`config.mk`:
```
export PLATFORM = sky130hd
export DESIGN_NAME = key_event_encoder
export DESIGN_NICKNAME = d
export VERILOG_FILES = /design/src/rtl/pianotiles_pkg.sv /design/src/rtl/key_debouncer.sv /design/src/rtl/key_event_encoder.sv
export SDC_FILE = /design/constraint.sdc
export NUM_CORES = 1
export LEC_CHECK = 0
export CORE_UTILIZATION = 30
export DETAILED_ROUTE_END_ITERATION = 8
export PLACE_DENSITY = 0.5
export REMOVE_ABC_BUFFERS = 1
export SYNTH_ARGS = -nofsm -noshare
export SYNTH_HDL_FRONTEND = slang
export SYNTH_SLANG_ARGS = --single-unit
```
`constraint.sdc`:
```
create_clock -name clock -period 2.6 [get_ports clock]
set_input_delay 0.52 -clock clock [delete_from_list [all_inputs] [get_ports clock]]
set_output_delay 0.52 -clock clock [all_outputs]
set_load 0.05 [all_outputs]
```
`src/rtl/pianotiles_pkg.sv`:
```
// Shared types and constants for the tile game input path.
package pianotiles_pkg;

  // Tile column index, 0 = leftmost.
  typedef logic [1:0] col_t;

  localparam col_t COL_A = 2'd0;
  localparam col_t COL_B = 2'd1;
  localparam col_t COL_C = 2'd2;
  localparam col_t COL_D = 2'd3;

  localparam int NUM_KEYS            = 4;
  // 5 ms at 50 MHz.
  localparam int DEF_DEBOUNCE_CYCLES = 250000;

  // One queued column event.
  typedef struct packed {
    logic vld;
    col_t col;
  } key_evt_t;

  // KEY[3] is the leftmost button on the board, so bit i maps to column 3-i.
  function automatic col_t key_col(input logic [NUM_KEYS-1:0] onehot);
    col_t c;
    c = COL_A;
    for (int i = 0; i < NUM_KEYS; i++)
      if (onehot[i]) c = col_t'(NUM_KEYS - 1 - i);
    return c;
  endfunction

endpackage

```
`src/rtl/key_debouncer.sv`:
```
// One push-button: 2-flop synchroniser followed by a stability counter.
// down is 1 while the button is (debounced) pressed.
module key_debouncer import pianotiles_pkg::*; #(
  parameter int DEBOUNCE_CYCLES = DEF_DEBOUNCE_CYCLES
) (
  input  logic clock,
  input  logic resetn,
  input  logic key_n,
  output logic down
);

  localparam int CW = $clog2(DEBOUNCE_CYCLES + 1);

  logic [1:0]    sync;
  logic [CW-1:0] cnt;
  logic          pressed;

  assign pressed = ~sync[1];

  // Synchroniser; resets to the released (high) level.
  always_ff @(posedge clock or negedge resetn) begin
    if (!resetn) sync <= 2'b11;
    else         sync <= {sync[0], key_n};
  end

  // Count consecutive disagreeing cycles; toggle once the count reaches DEBOUNCE_CYCLES.
  always_ff @(posedge clock or negedge resetn) begin
    if (!resetn) begin
      cnt  <= '0;
      down <= 1'b0;
    end else if (pressed == down) begin
      cnt <= '0;
    end else if (cnt == CW'(DEBOUNCE_CYCLES - 1)) begin
      cnt  <= '0;
      down <= ~down;
    end else begin
      cnt <= cnt + 1'b1;
    end
  end

endmodule

```
`src/rtl/key_event_encoder.sv`:
```
// Push-button to column-event encoder: debounce, single-key check, FWFT queue.
// Optional auto-repeat is built when KEY_EVENT_REPEAT_EN is defined.
module key_event_encoder import pianotiles_pkg::*; #(
  parameter int DEBOUNCE_CYCLES = DEF_DEBOUNCE_CYCLES,
  parameter int FIFO_DEPTH      = 4,
  parameter int REPEAT_DELAY    = 25000000,
  parameter int REPEAT_PERIOD   = 5000000
) (
  input  logic                clock,
  input  logic                resetn,
  input  logic [NUM_KEYS-1:0] key_n,
  output logic                event_valid,
  output col_t                event_col,
  input  logic                event_ready,
  output logic [NUM_KEYS-1:0] keys_down,
  output logic                chord,
  output logic                overflow,
  input  logic                clear_overflow
);

  localparam int AW = $clog2(FIFO_DEPTH);

  // ---------------- per-key debounce ----------------
  for (genvar i = 0; i < NUM_KEYS; i++) begin : g_key
    key_debouncer #(.DEBOUNCE_CYCLES(DEBOUNCE_CYCLES)) u_deb (
      .clock  (clock),
      .resetn (resetn),
      .key_n  (key_n[i]),
      .down   (keys_down[i])
    );
  end

  // ---------------- press edge / chord check ----------------
  logic [NUM_KEYS-1:0] prev_down;
  logic [NUM_KEYS-1:0] press_edge;
  logic                single;
  logic                press_push;
  logic                chord_d;
  key_evt_t            push_req;

  // Previous debounced levels for edge detection.
  always_ff @(posedge clock or negedge resetn) begin
    if (!resetn) prev_down <= '0;
    else         prev_down <= keys_down;
  end

  // A press is valid only if the new key is the sole key held.
  always_comb begin
    press_edge = keys_down & ~prev_down;
    single     = ($countones(keys_down) == 1);
    press_push = (|press_edge) && single;
    chord_d    = (|press_edge) && !single;
  end

  // Chord pulse lines up with the cycle a push would have happened.
  always_ff @(posedge clock or negedge resetn) begin
    if (!resetn) chord <= 1'b0;
    else         chord <= chord_d;
  end

`ifdef KEY_EVENT_REPEAT_EN
  // ---------------- auto-repeat ----------------
  localparam int RMAX = (REPEAT_DELAY > REPEAT_PERIOD) ? REPEAT_DELAY : REPEAT_PERIOD;
  localparam int RW   = $clog2(RMAX + 1);

  logic [RW-1:0] rpt_cnt;
  logic [RW-1:0] rpt_limit;
  logic          rpt_first;
  logic          rpt_arm;
  logic          rpt_fire;

  // Only a key that produced a press event (rpt_arm) may repeat.
  always_comb begin
    rpt_limit = rpt_first ? RW'(REPEAT_DELAY - 1) : RW'(REPEAT_PERIOD - 1);
    rpt_fire  = rpt_arm && single && (keys_down == prev_down) && (rpt_cnt == rpt_limit);
  end

  // Repeat timer; restarts on any change of the debounced levels.
  always_ff @(posedge clock or negedge resetn) begin
    if (!resetn) begin
      rpt_cnt   <= '0;
      rpt_first <= 1'b1;
      rpt_arm   <= 1'b0;
    end else if (keys_down != prev_down) begin
      rpt_cnt   <= '0;
      rpt_first <= 1'b1;
      rpt_arm   <= press_push;
    end else if (!single) begin
      rpt_cnt   <= '0;
      rpt_first <= 1'b1;
      rpt_arm   <= 1'b0;
    end else if (rpt_fire) begin
      rpt_cnt   <= '0;
      rpt_first <= 1'b0;
    end else begin
      rpt_cnt <= rpt_cnt + 1'b1;
    end
  end

  assign push_req.vld = press_push || rpt_fire;
`else
  logic unused_repeat_cfg;
  assign unused_repeat_cfg = ^{REPEAT_DELAY, REPEAT_PERIOD};
  assign push_req.vld      = press_push;
`endif

  assign push_req.col = key_col(keys_down);

  // ---------------- FWFT event queue ----------------
  col_t [FIFO_DEPTH-1:0] mem;
  logic [AW:0]           wr_ptr;
  logic [AW:0]           rd_ptr;
  logic                  empty;
  logic                  full;
  logic                  pop;
  logic                  wr_en;

  // Pointers carry an extra wrap bit to tell full from empty.
  always_comb begin
    empty       = (wr_ptr == rd_ptr);
    full        = (wr_ptr[AW] != rd_ptr[AW]) && (wr_ptr[AW-1:0] == rd_ptr[AW-1:0]);
    event_valid = !empty;
    pop         = event_valid && event_ready;
    wr_en       = push_req.vld && (!full || pop);
    event_col   = event_valid ? mem[rd_ptr[AW-1:0]] : COL_A;
  end

  // Storage; when full with a pop, the write lands in the slot being vacated.
  always_ff @(posedge clock or negedge resetn) begin
    if (!resetn)    mem <= '0;
    else if (wr_en) mem[wr_ptr[AW-1:0]] <= push_req.col;
  end

  // Queue pointers.
  always_ff @(posedge clock or negedge resetn) begin
    if (!resetn) begin
      wr_ptr <= '0;
      rd_ptr <= '0;
    end else begin
      if (wr_en) wr_ptr <= wr_ptr + 1'b1;
      if (pop)   rd_ptr <= rd_ptr + 1'b1;
    end
  end

  // Sticky drop flag; a new drop wins over a clear in the same cycle.
  always_ff @(posedge clock or negedge resetn) begin
    if (!resetn)                             overflow <= 1'b0;
    else if (push_req.vld && full && !pop)   overflow <= 1'b1;
    else if (clear_overflow)                 overflow <= 1'b0;
  end

endmodule

```
Word-level counts from Yosys, hierarchy flattened
Cells that the tools add are included.
{ "word_totals": {"word_cells": 98, "register_bits": 104, "out_inout_bits": 9} }
{ "op_classes": {"n_mux": 20, "magnitude_cmp": 3, "n_eq_ne": 12, "reduce_logical": 19, "n_bitwise": 14, "add_sub_neg": 9} }
{ "op_table": {"columns": ["cell", "count"], "rows": [
  ["two-way mux 18 bit", 8],
  ["adder 18 x 1 -> 18 bit, second input constant", 4],
  ["== test 18 bit, second input constant", 4],
  ["two-way mux 2 bit", 7],
  ["inverter 1 bit", 12],
  ["bitwise mux 8 bit", 1],
  ["logical AND 1 bit", 8],
  ["AND reduction 2 bit", 4],
  ["adder 3 x 1 -> 3 bit, second input constant", 2],
  ["less-than comparator 2 x 3 -> 1 bit, second input constant", 2],
  ["adder 1 x 1 -> 2 bit", 2],
  ["bitwise AND 4 bit", 1],
  ["binary-select mux 2 bit (select 2 bit)", 1],
  ["demux 2 bit (select 2 bit)", 1],
  ["== test 1 bit", 4],
  ["logical NOT 1 bit", 4],
  ["inverter 4 bit", 1],
  ["OR reduction 4 bit", 1],
  ["adder 2 x 2 -> 3 bit", 1],
  ["== test 3 x 1 -> 1 bit, second input constant", 1],
  ["== test 3 bit", 1],
  ["== test 2 bit", 1],
  ["greater-or-equal comparator 2 x 1 -> 1 bit, second input constant", 1],
  ["two-way mux 1 bit", 2],
  ["other kinds (3)", 3]
]} }

Logic depth before layout (Yosys ltp)
{ "depth": {"depth_word": 7, "ltp_mapped": 9} }

By module
Synthesis repeated with hierarchy kept, for this count alone.
{ "unflattened": {"hier_cells": 481, "hier_area_um2": 5208.7} }
{ "modules_own_cells": {"columns": ["module", "cells_per_inst", "area_per_inst_um2", "instances"], "rows": [
  ["key_debouncer", 100, 1034.7, 4],
  ["key_event_encoder", 81, 1069.8, 1]
]} }

Worst setup path after synthesis
No wires, ideal clock.
{ "synth_path": {"path_type": "reg-to-reg", "from": "reg g_key[0].u_deb.down", "to": "reg mem[6] (netlist bit)", "setup_slack_ps": -181, "stages_incl_launch_ff": 10, "path_buffers": 0, "arrival_ps": 2656, "required_time_ps": 2475, "cell_sequence": "dfrtp_1 > inv_1 > fa_1 > inv_1 > ha_1 > ha_1 > nor3b_1 > o41ai_1 > nor3b_1 > mux2_2"} }
{ "synth_between": {"elab_chain_cells": 5} }
{ "synth_lines": {"columns": ["element", "line", "rtl"], "rows": [
  ["from (decl)", "key_debouncer.sv:9", "output logic down"],
  ["from (signal assigned)", "key_debouncer.sv:35", "down <= ~down;"],
  ["adder 1 x 1 -> 2 bit (implied by the code) / two-way mux 2 bit (equally long branches)", "key_event_encoder.sv:50, pianotiles_pkg.sv:27", null],
  ["adder 2 x 2 -> 3 bit (implied by the code) / two-way mux 2 bit (equally long branches)", "key_event_encoder.sv:50, pianotiles_pkg.sv:27", null],
  ["== test 3 x 1 -> 1 bit / two-way mux 2 bit (equally long branches)", "key_event_encoder.sv:50, pianotiles_pkg.sv:27", null],
  ["logical AND 1 bit / two-way mux 2 bit (equally long branches)", "key_event_encoder.sv:51, pianotiles_pkg.sv:27", null],
  ["logical AND 1 bit / bitwise mux 8 bit (equally long branches)", "key_event_encoder.sv:124, key_event_encoder.sv:131", null],
  ["to (signal, indexed assignment)", "key_event_encoder.sv:131", "else if (wr_en) mem[wr_ptr[AW-1:0]] <= push_req.col;"],
  ["to (decl)", "key_event_encoder.sv:110", "col_t [FIFO_DEPTH-1:0] mem;"]
]} }
Several ways; a longest one is shown, not always the timed one.
A chain may end at the register's enable or synchronous reset.

Worst setup path in the final report
{ "layout_path": {"from": "reg g_key[3].u_deb.down", "to": "reg mem[7] (netlist bit)"} }
{ "layout_between": {"elab_chain_cells": 5} }
{ "layout_lines": {"columns": ["element", "line", "rtl"], "rows": [
  ["from (decl)", "key_debouncer.sv:9", null],
  ["from (signal assigned)", "key_debouncer.sv:35", null],
  ["adder 1 x 1 -> 2 bit (implied by the code)", "key_event_encoder.sv:50", "single = ($countones(keys_down) == 1);"],
  ["adder 2 x 2 -> 3 bit (implied by the code)", "key_event_encoder.sv:50", null],
  ["== test 3 x 1 -> 1 bit", "key_event_encoder.sv:50", null],
  ["logical AND 1 bit", "key_event_encoder.sv:51", "press_push = (|press_edge) && single;"],
  ["logical AND 1 bit", "key_event_encoder.sv:124", "wr_en = push_req.vld && (!full || pop);"]
]} }
Several ways; a longest one is shown, not always the timed one.

==> out/metrics.yaml <==
timing:
  max-slew-margin-rel_pct: 59.40
  hold_violations: 0
  fin_crit_ns: 2.543
  drv_slew: 0
  fmax_ghz: 0.3933
  final.setup_skew_ns: 0.007860
  min_period_over_period_pct: 97.80
  setup-violations-final: 0
  worst_slew_pin_slew_ns: 0.6043
  rsz0062_at_grt: "true"
  worst_slack_ns: 0.05712
layout:
  final_cell_mix: "dfrtp_1 (96), nor2_1 (74), xnor2_1 (41)"
  final_common_cell: "dfrtp_1"
  antenna_cells: 0
  nFillCells: 1663
  nets: 533
  synthToLayoutAreaGrowth_pct: 19.05
  drive_above_1_share_pct: 15.70
setup_path:
  end_kind: "register"
  critPathArrivalTime_ns: 2.78
  cp_max_fo: 5
  worstSetupPathType: "reg -> reg"
  cp.required_ns: 2.84
  critical_path.startpoint_type: "register"
power:
  vdd_drop_max_v: 0.0003755
  leakage_uw: 0.002443
  power_uw: 3132
  power_density_nw_per_um2: 522.3
floorplanning:
  die_w_um: 131.6
  die_y_um: 131.6
  die_area_um2: 17310
  num_rows: 47
  num_io_pins: 17
  coreArea_um2: 16470
  start_util_pct: 30.59
global_route:
  overflow: 0
  grtUsageTotal_pct: 12.28
  grt_pass1_vias: 3419
  grt_pass1_wl_um: 17140
  antenna_found_initial: 0
  grt_max_degree: 60
detailed_routing:
  wl_um: 9715
  detail_route.vias_per_cell: 4.736
  wl_per_cell_um: 13.20
  vias: 3486
  ant_nets: 0
  dr.pass1.iters: 4
  drcViolationCount: 0
  drtIter0Drc: 216
logic_synthesis:
  synth.distinct_cells: 43
  yosys_register_bits: 104
  avgSynthCellArea_um2: 10.65
  syn-cell-area_um2: 5037
  netlist_instances: 473
  yosysSeqAreaShare_pct: 51.86
  ys_warn_count: 0
cts:
  cts_tree: "built"
  worst_skew_pair.late_latency_ns: 0.35
  clkSlewWorstSetupHoldPaths_ns: 0.07
  cts-buffers-inserted: 9
  clockBufferDepth: 2
  ctsHtreeMaxLevel: 3
  clock_sinks: 104
  cts-root-buf: "clkbuf_16"
worst_hold_path:
  min_path_type: "in -> async"
placed_design:
  post-dp-hpwl_um: 6626
  place_congestion: 0.7803
  portBuffers: 16
  pre_cts_ws_ns: -0.2074
job:
  drv_cap: 0
outcome:
  status: "finished clean"
state kept, by name (all words and copies together) (netlist names):
| signal | flops |
|---|---|
| rd_ptr | 3 |
| g_key.u_deb.sync | 8 |
| g_key.u_deb.down | 4 |
| prev_down | 4 |
| mem | 8 |
| g_key.u_deb.cnt | 72 |
| wr_ptr | 3 |
| overflow | 1 |
| chord | 1 |
timing repair:
action | in CTS | in global routing
hold buffers | 0 | 0
buffers inserted | 2 | 3
resized for setup | 9 | 16
pin swaps | 2 | 4
endpoints found under the setup margin | 13 | 10
worst max-delay path, cell delays in order, from the launching register on:
cell and delay (ns):
dfrtp_1 0.35, inv_2 0.05, fa_1 0.55, inv_2 0.05
ha_4 0.16, ha_4 0.21, nor3b_4 0.25, o41ai_4 0.17
nor3b_2 0.20, buf_4 0.15, mux2_4 0.29
cell families (layout without fill, tap and decap cells):
group	count (synthesis)	count (layout)	share of synthesized area, %
multiplexers	15	15	3.726
XOR/XNOR	67	67	11.65
flip-flops	104	104	51.86
AO/OA/AOI/OAI	24	24	3.726
buffers and inverters	34	77	2.981
adder cells (fa/ha/maj)	14	14	3.627
AND/OR/NAND/NOR	215	215	22.43
where the power goes:
part / switching [µW] / internal, µW / leakage, µW
sequential: 19.0 / 1640 / 0.00142
clock: 594 / 772 / 0.000145
combinational: 67.5 / 36.3 / 0.000881
total: 681 / 2450 / 0.00244
cell usage after synthesis:
cell / count / share of area (%)
and3_1: 1 / 0.12
or4_4: 1 / 0.22
and4_2: 1 / 0.20
clkbuf_1: 8 / 0.60
o21ai_4: 1 / 0.32
o31ai_1: 7 / 1.0
buf_4: 4 / 0.60
o22ai_1: 1 / 0.12
fa_1: 1 / 0.40
nor4b_1: 2 / 0.35
and4_1: 7 / 1.2
nand4_1: 26 / 3.2
nor4bb_1: 1 / 0.20
o21ai_0: 3 / 0.30
mux4_2: 2 / 0.89
nor3_1: 8 / 0.79
nand3b_1: 1 / 0.15
a21oi_1: 8 / 0.79
nor4_1: 18 / 2.2
buf_6: 1 / 0.22
o41ai_1: 1 / 0.17
nor3b_1: 5 / 0.75
xor2_1: 26 / 4.5
or4_1: 7 / 1.0
o41ai_2: 3 / 0.97
or4b_2: 1 / 0.20
ha_1: 13 / 3.2
nand3_1: 26 / 2.6
nor2b_1: 4 / 0.50
or3_1: 3 / 0.37
mux2i_1: 3 / 0.60
dfstp_2: 8 / 4.2
nand2b_1: 1 / 0.12
or4b_1: 1 / 0.20
and4b_1: 1 / 0.20
and2_1: 4 / 0.50
or2_2: 2 / 0.25
inv_1: 21 / 1.6
nand2_1: 19 / 1.4
mux2_2: 10 / 2.2
dfrtp_1: 96 / 48
nor2_1: 75 / 5.6
xnor2_1: 41 / 7.1
layer usage:
layer,global-route usage (%),share of wire [%],vias up
li1,-,-,1725
met4,3.876,1.3,0
met3,3.974,3.7,10
met2,18.69,45,44
met5,0,0,-
met1,16.46,50,1707
final timing paths:
check,cells after the start,slack [ns],endpoint,start
worst min register to register,0,0.36,g_key[0].u_deb.sync[1],g_key[0].u_deb.sync[0]
min in group clock,0,0.36,g_key[0].u_deb.sync[1],g_key[0].u_deb.sync[0]
worst min-delay path,1,0.07,g_key[2].u_deb.cnt[8],resetn
worst max register to register,10,0.06,mem[7],g_key[3].u_deb.down
worst max-delay path,10,0.06,mem[7],g_key[3].u_deb.down
max in group asynchronous,2,1.86,g_key[1].u_deb.sync[0],resetn
metrics by stage:
stage	instance area [µm²]	instances	TNS (ns)	util, %	hold slack, ns
floorplan	4966	460	-4.566	-	0.2244
global placement	5554	715	-0.8178	33.73	0.3491
detailed placement	5554	715	-1.692	33.73	0.3468
CTS	5918	733	0	35.94	0.07589
global route	5997	736	-0.2456	36.42	0.08577
finish	5997	736	0	36.42	0.06961
layout make-up:
class	instances	area, µm²	share of cell area, %
clock inverters	5	56.30	0.9389
repair buffers	40	347.8	5.800
multi-input cells	335	2384	39.75
clock buffers	11	242.7	4.048
well taps	220	275.3	4.590
inverters	21	78.83	1.314
flip-flops and latches	104	2613	43.56
Power figures use the tool's default switching activity.
